[src/rtl/door_close_seq.sv]
// door_close_seq: door-close sequencer for the elevator door path.
// After the door has been driven open it waits for the falling edge of c_100,
// holds a pre-close safety delay, then drives close_signal for the closing
// time. A reopen cause during closing aborts the close and requests a reopen.
// Optional feature macro: DOOR_NUDGE_EN adds nudge mode, entered after
// MAX_REOPEN consecutive aborts. In nudge mode the open-button is ignored and
// the door closes slowly over NUDGE_CYC cycles.
//
// state   | meaning
// --------+---------------------------------------------------------------
// IDLE    | not sequencing; leaves when armed and c_100 is high
// WAIT    | armed, waiting for c_100 to go low
// PRE     | pre-close safety delay, PRE_CYC cycles
// CLOSING | close motor driven for DUR cycles, abortable

module door_close_seq #(
    parameter int PRE_CYC    = 6,
    parameter int CLOSE_CYC  = 31,
    parameter int NUDGE_CYC  = 62,
    parameter int MAX_REOPEN = 3,
    parameter int CNT_W      = 7
) (
    input  logic clk,
    input  logic rst,
    input  logic open_signal,
    input  logic c_100,
    input  logic r,
    input  logic obstruct,
    output logic close_signal,
    output logic reopen_req,
    output logic close_done,
    output logic busy,
    output logic nudge
);

    typedef enum logic [1:0] {
        IDLE    = 2'd0,
        WAIT    = 2'd1,
        PRE     = 2'd2,
        CLOSING = 2'd3
    } state_t;

    // Terminal counts; the counter only counts up and is compared for equality.
    localparam logic [CNT_W-1:0] PRE_LAST   = CNT_W'(PRE_CYC - 1);
    localparam logic [CNT_W-1:0] CLOSE_LAST = CNT_W'(CLOSE_CYC - 1);
    localparam logic [CNT_W-1:0] NUDGE_LAST = CNT_W'(NUDGE_CYC - 1);

    state_t           state_q, state_d;
    logic [CNT_W-1:0] cnt_q, cnt_d;
    logic             armed_q, armed_d;
    logic             close_d, reopen_d, done_d;
    logic             abort, finish;
    logic [CNT_W-1:0] dur_last;

`ifdef DOOR_NUDGE_EN
    localparam int RC_W = $clog2(MAX_REOPEN + 1);
    localparam logic [RC_W-1:0] RC_MAX = RC_W'(MAX_REOPEN);

    logic [RC_W-1:0] rcnt_q;
    logic            nudge_q;

    // Saturating count of consecutive aborts; nudge latches when it reaches the limit.
    always_ff @(posedge clk) begin
        if (rst) begin
            rcnt_q  <= '0;
            nudge_q <= 1'b0;
        end else if (finish) begin
            rcnt_q  <= '0;
            nudge_q <= 1'b0;
        end else if (abort) begin
            if (rcnt_q != RC_MAX) begin
                rcnt_q <= rcnt_q + 1'b1;
            end
            if (rcnt_q >= RC_MAX - 1'b1) begin
                nudge_q <= 1'b1;
            end
        end
    end

    assign nudge = nudge_q;
`else
    // Nudge parameters have no effect in this build.
    logic unused_nudge_cfg;
    assign unused_nudge_cfg = (MAX_REOPEN > 0);
    assign nudge = 1'b0;
`endif

    assign dur_last = nudge ? NUDGE_LAST : CLOSE_LAST;
    assign busy     = (state_q != IDLE);

    // Next-state, phase counter and registered-output next values.
    always_comb begin
        state_d  = state_q;
        cnt_d    = cnt_q;
        close_d  = 1'b0;
        reopen_d = 1'b0;
        done_d   = 1'b0;
        abort    = 1'b0;
        finish   = 1'b0;
        case (state_q)
            IDLE: begin
                if (c_100 && armed_q) begin
                    state_d = WAIT;
                end
            end
            WAIT: begin
                if (!c_100) begin
                    state_d = PRE;
                    cnt_d   = '0;
                end
            end
            PRE: begin
                if (r && !nudge) begin
                    state_d = WAIT;
                    cnt_d   = '0;
                end else if (cnt_q == PRE_LAST) begin
                    state_d = CLOSING;
                    cnt_d   = '0;
                    close_d = 1'b1;
                end else begin
                    cnt_d = cnt_q + 1'b1;
                end
            end
            CLOSING: begin
                close_d = 1'b1;
                // Abort outranks the terminal count on the same cycle.
                if (obstruct || open_signal || (r && !nudge)) begin
                    abort    = 1'b1;
                    state_d  = IDLE;
                    cnt_d    = '0;
                    close_d  = 1'b0;
                    reopen_d = 1'b1;
                end else if (cnt_q == dur_last) begin
                    finish  = 1'b1;
                    state_d = IDLE;
                    cnt_d   = '0;
                    close_d = 1'b0;
                    done_d  = 1'b1;
                end else begin
                    cnt_d = cnt_q + 1'b1;
                end
            end
            default: begin
                state_d = IDLE;
                cnt_d   = '0;
            end
        endcase
        // open_signal re-arms even on the cycle a sequence ends.
        armed_d = open_signal | (armed_q & ~(abort | finish));
    end

    // State register and registered outputs.
    always_ff @(posedge clk) begin
        if (rst) begin
            state_q      <= IDLE;
            cnt_q        <= '0;
            armed_q      <= 1'b0;
            close_signal <= 1'b0;
            reopen_req   <= 1'b0;
            close_done   <= 1'b0;
        end else begin
            state_q      <= state_d;
            cnt_q        <= cnt_d;
            armed_q      <= armed_d;
            close_signal <= close_d;
            reopen_req   <= reopen_d;
            close_done   <= done_d;
        end
    end

endmodule
[config.mk]
export PLATFORM = sky130hd
export DESIGN_NAME = door_close_seq
export DESIGN_NICKNAME = d
export VERILOG_FILES = /design/src/rtl/door_close_seq.sv
export SDC_FILE = /design/constraint.sdc
export NUM_CORES = 1
export LEC_CHECK = 0
export ABC_AREA = 1
export CAP_MARGIN = 20
export CORE_ASPECT_RATIO = 0.7
export CORE_UTILIZATION = 35
export DETAILED_ROUTE_END_ITERATION = 10
export MAX_ROUTING_LAYER = met4
export PLACE_DENSITY = 0.52
export SYNTH_ARGS = -nofsm -noshare
export SYNTH_HDL_FRONTEND = slang
export SYNTH_SLANG_ARGS = --single-unit
[constraint.sdc]
create_clock -name clk -period 1.4 [get_ports clk]
set_input_delay 0.42 -clock clk [delete_from_list [all_inputs] [get_ports clk]]
set_output_delay 0.42 -clock clk [all_outputs]
set_load 0.05 [all_outputs]
==> metrics.txt <==
status finished clean; H-tree depth 1; die width slightly below 60 um; Initial Util 39.72%; Fillers approximately 200; wl on met1 roughly 900 um; clock slew at reported path FFs approximately 0.080 ns; Reg area approximately 280 sq um; Reg2Reg Setup Slack around 0.090 ns; Max Used Layer met4; Fin. Hold Viols 0; Post-synth EDFFs 0; cts bufs inserted 3; Req. time, crit path between 1.5 and 2 ns; # clock sinks 13; syn_nets between 100 and 150; hold crit path type reg2reg; crit-path cells clkdlybuf4s50_1 -> inv_1 -> nand2_1 -> nor2_4 -> nand2_4 -> buf_6 -> buf_4 -> a21oi_1; Yosys Warn Count 0; Final ANT Viol Nets 0; Tmin final around 1.4 ns; I/O pin count 11; Max IR drop VDD 491.5 uV; post-route cell area approximately 1200 sq um; dpl hpwl approximately 1300 um; Yosys top cell area share around 33%; sequential power share 47.3%; GRT overflow 0; antenna violations before repair 0; final total power 0.8106 mW; Clock Skew between 0.006 and 0.007 ns; total of max-cap violations 0; Die Footprint 2449 sq um; fin nets about 150; detailed-route DRC error count 0; Slowest-stage cell, CP clkdlybuf4s50_1; Achievable Freq ~0.74 GHz; via density per instance 4.355; commonest cells after routing, fill and taps aside 21 x nand2_1, 16 x inv_1, 12 x nand2_2, 12 x buf_4, 10 x nor2_1; Worst EP arrival approximately 1.6 ns; dpl cell area 992.2 sq um; Pleak 0.5241 nW; FFs w/ async S/R, synth 0%; Yosys top cell by area dfxtp_1; worst setup path endpoint close_signal$_SDFF_PP0_; delay of the slowest critical-path stage 0.39 ns; final WL 1766 um; Max clock buf depth 2; Synth Register Bits 13; pin count of the biggest net entering global routing 9; Synth cell types 23; Met2 Routed Length 795 um; port buffer count 9; Setup TNS Final 0 ns; worst-skew pair later-pin latency 0.28 ns; number of diodes 0; first-pass GRT wire length between 2000 and 3000 um; Syn Inst Count approximately 120; ys flop type dfxtp_1; Setup crit start open_signal; core area 1984 sq um; WS Path Type in2reg; Area Overhead vs Synth 47.78%; Slew Viols, Final 0; first drt pass iteration count 4; Placement Rows 13; vias in the first global route 660; TritonCTS clock tree done; worst reg-to-reg path cell count 9; post-synthesis sequential area ratio about a third; Gate power share 23.8%; Tcrit/Tclk final a little over nine tenths; clock root cell clkbuf_4; Placer Congestion 0.8162; met3 wire length between 50 and 60 um; GRT Total Usage between 10% and 20%; Mapped Area roughly 800 sq um; Clk pwr share between 20% and 30%; cell-internal power 0.5718 mW; routed len/inst between 10 and 15 um; NetSw roughly 0.24 mW; vias between 700 and 800; worst-path fanout max 4; PD cells a little under 700 nW/um^2; Setup crit start kind input pin; share of cells above drive strength 1 41.73%; Synth area leaders dfxtp_1 33%, nand2_1 12%, a21oi_2 8.9%, inv_1 8.6%, nand2_2 7.1%; initial DRC count 8; multi-input logic area 501.7 sq um; capturing point of the worst reg2reg path close_signal$_SDFF_PP0_; chip height approximately 42 um; Setup violations, final 0; switch share between 20 and 30%; Worst setup EP type flip-flop; commonest non-fill, non-tap cell in the layout nand2_1; startpoint of the worst-slack reg-to-reg timing path cnt_q[0]$_SDFFE_PP0P_; Avg Cell Area, Syn 6.854 sq um
critical path, delay by kind of cell:
family / cells / cell delay [ns]
AND/OR/NAND/NOR: 3 / 0.30
AO/OA/AOI/OAI: 1 / 0.15
buffers and inverters: 4 / 0.70
cells by family after synthesis:
| kind of cell | share of synthesized area [%] |
|---|---|
| XOR/XNOR | 2.223 |
| AO/OA/AOI/OAI | 12.06 |
| flip-flops | 33.02 |
| adder cells (fa/ha/maj) | 4.762 |
| buffers and inverters | 11.59 |
| AND/OR/NAND/NOR | 35.87 |
| other | 0.4757 |
power by group through the flow:
| stage | clock network, mW | registers (mW) | logic (mW) |
|---|---|---|---|
| after global routing | 0.258 | 0.385 | 0.206 |
| after global placement | 0 | 0.402 | 0.161 |
| after floorplan | 0 | 0.399 | 0.0915 |
| after CTS | 0.245 | 0.387 | 0.174 |
| final | 0.235 | 0.383 | 0.193 |
| after detailed placement | 0 | 0.401 | 0.160 |
flip-flops by register name (all words and copies together), names as in the netlist:
signal / count
state_q: 2
cnt_q: 7
close_signal: 1
close_done: 1
armed_q: 1
reopen_req: 1
metrics by stage:
stage               setup slack [ns]  utilization (%)  instances  hold WS [ns]
floorplan                     0.1491                -        115        0.4763
global placement             -0.2544            50.00        158        0.4957
detailed placement           -0.2974            50.00        158        0.5024
CTS                         0.008766            52.33        164        0.5123
global route                -0.02516            58.70        169        0.5488
finish                       0.04030            58.70        169        0.5129
synthesized netlist by cell type, types with 2 or more instances:
cell type / number
inv_1: 18
dfxtp_1: 13
nand2_1: 26
nor2_1: 11
ha_1: 3
nand2_2: 9
a21oi_1: 3
nand3_1: 8
xor2_1: 2
nor2_2: 2
a21oi_2: 8
area by class of cell:
| cell class | count | share of cell area [%] |
|---|---|---|
| multi-input combinational | 79 | 43.07 |
| sequential | 13 | 23.63 |
| timing repair buffer | 23 | 21.16 |
| inverter | 20 | 6.659 |
| tap | 30 | 3.222 |
| clock buffer | 4 | 2.256 |
layer usage:
layer	track usage, %	vias up
li1	-	400
met1	23.09	324
met2	21.14	10
met3	5.607	2
met4	4.286	0
met5	-	-
worst min-delay path by stage:
| stage | startpoint | endpoint | slack [ns] | cells past startpoint |
|---|---|---|---|---|
| final | cnt_q[6]$_SDFFE_PP0P_ | cnt_q[6]$_SDFFE_PP0P_ | 0.51 | 2 |
| after global routing | cnt_q[6]$_SDFFE_PP0P_ | cnt_q[6]$_SDFFE_PP0P_ | 0.55 | 2 |
| after CTS | cnt_q[6]$_SDFFE_PP0P_ | cnt_q[6]$_SDFFE_PP0P_ | 0.51 | 2 |
| after detailed placement | cnt_q[6]$_SDFFE_PP0P_ | cnt_q[6]$_SDFFE_PP0P_ | 0.50 | 2 |
| after global placement | cnt_q[6]$_SDFFE_PP0P_ | cnt_q[6]$_SDFFE_PP0P_ | 0.50 | 2 |
| after floorplan | cnt_q[6]$_SDFFE_PP0P_ | cnt_q[6]$_SDFFE_PP0P_ | 0.48 | 2 |
timing repair:
item / 4_1_cts / 5_1_grt
hold buffers: 0 / 0
resized for setup: 6 / 25
hold endpoints to repair: 0 / 0
pin swaps: 4 / 11
buffers inserted: 2 / 5
endpoints found under the setup margin: 7 / 11
(Power assumes the default switching activity.)
